File: src/rtl/dac_generator_ad56x3.sv
// dac_generator_ad56x3: ramp generator streaming samples into a 24-bit AD56x3 SPI frame driver; ports clk, reset in; dacSync, dacSclk, dacDin out
module dac_generator_ad56x3 #(
  parameter string SIGN_A = "UNSIGNED",
  parameter string SIGN_B = "UNSIGNED",
  parameter int DATA_WIDTH = 14,
  parameter int INCREASE_RATE = 1
) (
  input logic clk,
  input logic reset,
  output logic dacSync,
  output logic dacSclk,
  output logic dacDin
);
  typedef enum logic [1:0] {IDLE, SHIFT, GAP} state_t;
  localparam bit sgn_a = (SIGN_A == "SIGNED");
  localparam bit sgn_b = (SIGN_B == "SIGNED");
  state_t state;
  logic [DATA_WIDTH-1:0] cnt, asoData, asiData, conv;
  logic ch, asoValid, asiValid, asoChannel, asiChannel, asoRdy, asiRdy, gen_xfer, drv_xfer;
  logic [23:0] word, sh;
  logic [5:0] cyc;
  always_comb begin
    asoValid = ~reset;
    asoChannel = ch;
    asoData = ch ? ~cnt : cnt;
    asiValid = asoValid;
    asiChannel = asoChannel;
    asiData = asoData;
    asiRdy = ~reset & (state == IDLE);
    asoRdy = asiRdy;
    gen_xfer = asoValid & asoRdy;
    drv_xfer = asiValid & asiRdy;
    conv = asiData ^ {(asiChannel ? sgn_b : sgn_a), {(DATA_WIDTH-1){1'b0}}};
    word = {5'b00011, 2'b00, asiChannel, 16'(conv) << (16 - DATA_WIDTH)};
  end
  always_ff @(posedge clk) begin
    if (reset) begin
      state <= IDLE;
      cnt <= '0;
      ch <= 1'b0;
      sh <= '0;
      cyc <= '0;
      dacSync <= 1'b1;
      dacSclk <= 1'b1;
      dacDin <= 1'b0;
    end else begin
      if (gen_xfer) begin
        ch <= ~ch;
        if (ch) cnt <= cnt + DATA_WIDTH'(INCREASE_RATE);
      end
      case (state)
        IDLE: if (drv_xfer) begin
          state <= SHIFT;
          sh <= {word[22:0], 1'b0};
          cyc <= '0;
          dacSync <= 1'b0;
          dacSclk <= 1'b1;
          dacDin <= word[23];
        end
        SHIFT: begin
          cyc <= cyc + 6'd1;
          if (!cyc[0]) dacSclk <= 1'b0;
          else if (cyc == 6'd47) begin
            state <= GAP;
            cyc <= '0;
            dacSync <= 1'b1;
            dacSclk <= 1'b1;
            dacDin <= 1'b0;
          end else begin
            dacSclk <= 1'b1;
            dacDin <= sh[23];
            sh <= {sh[22:0], 1'b0};
          end
        end
        GAP: begin
          cyc <= cyc + 6'd1;
          if (cyc[0]) state <= IDLE;
        end
        default: state <= IDLE;
      endcase
    end
  end
endmodule

File: config.mk
export PLATFORM = sky130hd
export DESIGN_NAME = dac_generator_ad56x3
export DESIGN_NICKNAME = d
export VERILOG_FILES = /design/src/rtl/dac_generator_ad56x3.sv
export SDC_FILE = /design/constraint.sdc
export NUM_CORES = 1
export LEC_CHECK = 0
export ABC_AREA = 1
export CAP_MARGIN = 10
export CORE_MARGIN = 10
export CORE_UTILIZATION = 60
export DETAILED_ROUTE_END_ITERATION = 6
export PLACE_DENSITY = 0.77
export SLEW_MARGIN = 20
export SYNTH_ARGS = -nofsm -noshare
export SYNTH_HDL_FRONTEND = slang
export SYNTH_SLANG_ARGS = --single-unit
File: constraint.sdc
create_clock -name clk -period 2.62 [get_ports clk]
set_input_delay 0.393 -clock clk [delete_from_list [all_inputs] [get_ports clk]]
set_output_delay 0.393 -clock clk [all_outputs]
set_load 0.005 [all_outputs]
Yosys cells after proc, flatten, opt, wreduce, memory -nomap -nowiden
Cells that the tools add are included.
Word-level totals
  register bits: 50
  bits of input ports: 2
  output and inout port bits: 3
  word-level logic and storage cells: 57
Cells by class
  add/subtract/negate cells: 2
  equal/unequal tests: 8
  muxes and demuxes: 24
  bitwise operators: 5
  reduce and logical (&&, ||, !) cells: 10
Operators by type and width (count)
  24-bit 2-to-1 mux: 3
  24-bit one-hot mux with 2 select lines: 1
  6-bit 2-to-1 mux: 3
  6-bit one-hot mux with 3 select lines: 1
  14-bit by 1-bit adder with 14-bit output, second input constant: 1
  14-bit 2-to-1 mux: 1
  14-bit NOT: 1
  4-bit AND reduction: 3
  2-bit inequality test, second input constant: 5
  2-bit 2-to-1 mux: 4
  1-bit 2-to-1 mux: 7
  6-bit by 1-bit adder with 6-bit output, second input constant: 1
  6-bit equality test, second input constant: 1
  1-bit one-hot mux with 2 select lines: 3
  2-bit one-hot mux with 3 select lines: 1
  2-bit AND reduction: 3
  3-bit AND reduction: 1
  3-bit nonzero test: 1
  1-bit AND: 2
  2-bit by 1-bit equality test with 1-bit output, second input constant: 1
  2-bit equality test, second input constant: 1
  2-bit logical NOT: 1
  1-bit NOT: 2
  2-bit nonzero test: 1

Depth between registers and ports, before layout
  depth in word-level cells: 5
  mapped depth: 12

Worst setup path after synthesis
Ideal clock, no wire load.
  path kind: reg-to-reg
  start point: reg state[1]
  end point: reg sh[6]
  data arrival time: 1413 ps
  path slack: 1094 ps
  cell stages (with the launch flop): 13
  clock period less this slack: 1526 ps
  path through: dfxtp_1 -> inv_1 -> ha_1 -> buf_4 -> nor2_2 -> nor2_4 -> nand2_4 -> clkinv_4 -> nand2_4 -> buf_6 -> nand2_1 -> nand2_1 -> nor2_1
On the way
  cells in the longest elaborated chain, start to end: 5
  elaborated cells between the ends (all ways): 10
Ends and longest elaborated chain
  start, declared: RTL line 17  | state_t state;
  start signal, assigned: RTL line 38  | state <= IDLE;
  start signal, assigned: RTL line 53  | state <= SHIFT;
  start signal, assigned: RTL line 64  | state <= GAP;
  2-bit logical NOT: RTL line 29, 51
  1-bit AND: RTL line 29  | asiRdy = ~reset & (state == IDLE);
  1-bit AND: RTL line 32  | drv_xfer = asiValid & asiRdy;
  2-bit inequality test (no source line)
  4-bit AND reduction (no source line)
  end signal, assigned: RTL line 54  | sh <= {word[22:0], 1'b0};
  end signal, assigned: RTL line 72  | sh <= {sh[22:0], 1'b0};
  end, declared: RTL line 20  | logic [23:0] word, sh;
Several ways; a longest one is shown, not always the timed one.
A chain may end at the register's enable or synchronous reset.

Worst setup path after layout
  start point: reg state[1]
  end point: reg sh[17]
The elaborated chain is that of the path after synthesis.

==> results.md <==
- Status: complete, no violations
- Reg2reg end: sh[17]
- # DRC: 0
- Number of warnings issued by yosys: 0
- Worst R2R Path Depth: 11
- Metal3 WL: 115 um
- Pwr Density: 1020 nW/um^2
- R2r startpoint: state[1]
- IO buf count: 4
- Layout area overhead: 7.35%
- Critical path peak fanout: 32
- DRT antenna net count: 0
- Initial DRC count: 120
- Worst clock skew: 0.0110 ns
- Clk Latency, worst-skew pair: about 0.3 ns
- Worst Setup Slack, final: 0.676 ns
- Final setup violation count: 0
- RSZ-0062 raised after global routing: no
- Total gr overflow: 0
- Top routing layer in use: met4
- Post-CTS setup buffers: 0
- Most frequent CP cell: inv_1
- Worst VDD drop: 810 uV
- Vias in the first global route: 2011
- Hold Slack: 0.463 ns
- Met2 WL: between 2000 and 2500 um
- Pre-CTS WS: 0.537 ns
- DIE HEIGHT: around 84 um
- Average size of a mapped cell: roughly 6.7 sq um
- Tcrit/Tclk final: 0.742
- Initial antenna violation count: 0
- Cell area after synthesis: approximately 2400 sq um
- Fill count: around 370
- Die X: 83.7 um
- Hold Path End: dacSclk
- R2r setup slk: 0.68 ns
- DR vias/cell: 5.05
- Peak Freq: around 510 MHz
- Post-synth net total: 370
- CP max stage cell: ha_1
- Final #Nets: 372
- Synth unique cells: 29
- Critical path startpoint category: register
- Clock buffer depth: 2
- Setup TNS Final: 0 ns
- Min-delay src: dacSclk
- Avg WL per Cell: 11.4 um
- GPL Wtd Cong: 0.795
- Core area: 3970 sq um
- Initial Util: 0.613
- Share of cells above drive strength 1: 0.0740
- Hold-fix buffer count after cts: 0
- Root buffer cell: clkbuf_8
- DRT Wirelength: 4720 um
- CTS sink cnt: 47
- Die ar.: around 7000 sq um
- Largest net degree at the start of global routing: 33
- Global-route wire length before repair: 8560 um
- Clock slew at reported path FFs: 0.08 ns
- Crit path required time: 2.82 ns
- Hold Violations, Final: 0
- Vias: between 2000 and 2500
- Inserted Diodes: 0
- Mapped Cells: 362
- Rows: 23
- Slew of the pin with the lowest slew margin: 0.368 ns
- HP Class: reg -> reg
- Critical Setup Path Class: reg -> reg
- Dpl hpwl: 3300 um
- Overall Global Routing Usage: 0.142
- Final worst path period need: approximately 1.9 ns
- Max-slew violations: 0
- Rel. slew slack: 0.754
- Hold path depth: 2
- First drt pass iteration count: 4
- Post-CTS Resized: 0
- Kind of cell adding the most delay to the critical path: simple AND/OR/NAND/NOR gates
- Flops & latches, synth: 47
- Leakage: 1.08 nW
- Post-synthesis sequential area ratio: 0.386
- Num ports: 5
- Critical Path Max Stage Delay: 0.37 ns
- WL met1: 2130 um
- Worst Setup End Kind: register
- Crit path DAT: 2.15 ns
- Cts bufs inserted: 5
- H-tree depth: 2
- CTS tree: yes
- Max-cap violation count: 0
- Crit-path cells: inv_1, ha_1, inv_1, nor2_2, nor2_4, nand2_4, clkinv_4, nand2_4, inv_1, nor2_1, nor2_1
- Critical path buffer and inverter count: 4
[layout by cell type, fill, tap and decap left out, types with 2 or more instances in the layout]
cell / count
nand2_1: 85
nor2_1: 57
dfxtp_1: 47
inv_1: 41
o21ai_0: 35
a21oi_1: 33
nand3_1: 16
ha_1: 6
clkbuf_8: 6
buf_4: 5
nand4_1: 4
nor2_4: 4
clkdlybuf4s50_1: 4
o21bai_1: 3
nor2_2: 2
nand2_4: 2
o21a_1: 2
[registers in the layout (all words and copies together), names as in the netlist]
signal / flops
dacSync: 1
cyc: 6
cnt: 14
sh: 21
dacDin: 1
asiChannel: 1
state: 2
dacSclk: 1
[worst min-delay path, delay by kind of cell (launching register included)]
family | cells | cell delay (ns)
DFF | 1 | 0.31
and+or+nand+nor | 1 | 0.05
AOI/OAI and AO/OA | 1 | 0.06
[cell families after synthesis]
group,count (synthesis),synth area share
buf+inv,57,0.101
fa+ha+maj,6,0.0308
mux,1,0.00411
compound gates,77,0.167
simple gates,173,0.307
flops,47,0.386
xor+xnor,1,0.00360
[cell usage after synthesis (all sizes together)]
cell type	instances	area share
nor2	63	0.11
mux2i	1	0.0041
o21a	2	0.0062
ha	6	0.031
dfxtp	47	0.39
nand4	4	0.010
clkinv	1	0.0036
clkbuf	7	0.011
o211ai	1	0.0031
o21bai	3	0.0092
nand2	88	0.14
a211oi	1	0.0031
nand3	17	0.040
a21oi	33	0.068
xor2	1	0.0036
inv	42	0.065
o21ai	37	0.078
buf	7	0.022
or2	1	0.0026
[stage by stage]
stage,std cells,total power [mW],cell area (sq um),utilization
finish,415,2.66,2610,0.658
global route,415,2.92,2610,0.658
CTS,415,2.68,2610,0.658
detailed placement,407,2.12,2500,0.629
global placement,407,2.10,2500,0.629
floorplan,362,1.97,2430,-
[how the worst max path moves through the flow]
stage	from	to	slack, ns	cells after the start
after floorplan	state[1]	sh[6]	1.09	12
after global placement	reset	sh[21]	0.59	8
after detailed placement	reset	sh[21]	0.54	8
after CTS	state[1]	sh[17]	0.67	11
after global routing	state[1]	sh[21]	0.41	11
final	state[1]	sh[17]	0.68	11
[per-layer routing]
layer / vias up / GRT usage
li1: 1148 / -
met1: 932 / 0.145
met2: 12 / 0.270
met3: 5 / 0.0391
met4: 0 / 0.0411
met5: - / 0
[cell type report]
type | count | area, sq um | area share
clock buffers | 6 | 82.6 | 0.0316
repair buffers | 9 | 77.6 | 0.0297
well taps | 50 | 62.6 | 0.0239
clock inverters | 2 | 35.0 | 0.0134
flip-flops and latches | 47 | 941 | 0.360
multi-input cells | 258 | 1250 | 0.478
inverters | 43 | 166 | 0.0637
[report_power, final]
part	switching, mW	total [mW]	internal [mW]	leakage (nW)
combinational	0.752	1.15	0.398	0.639
clock	0.241	0.550	0.309	0.0612
sequential	0.0826	0.957	0.874	0.384
Power figures use the tool's default switching activity.
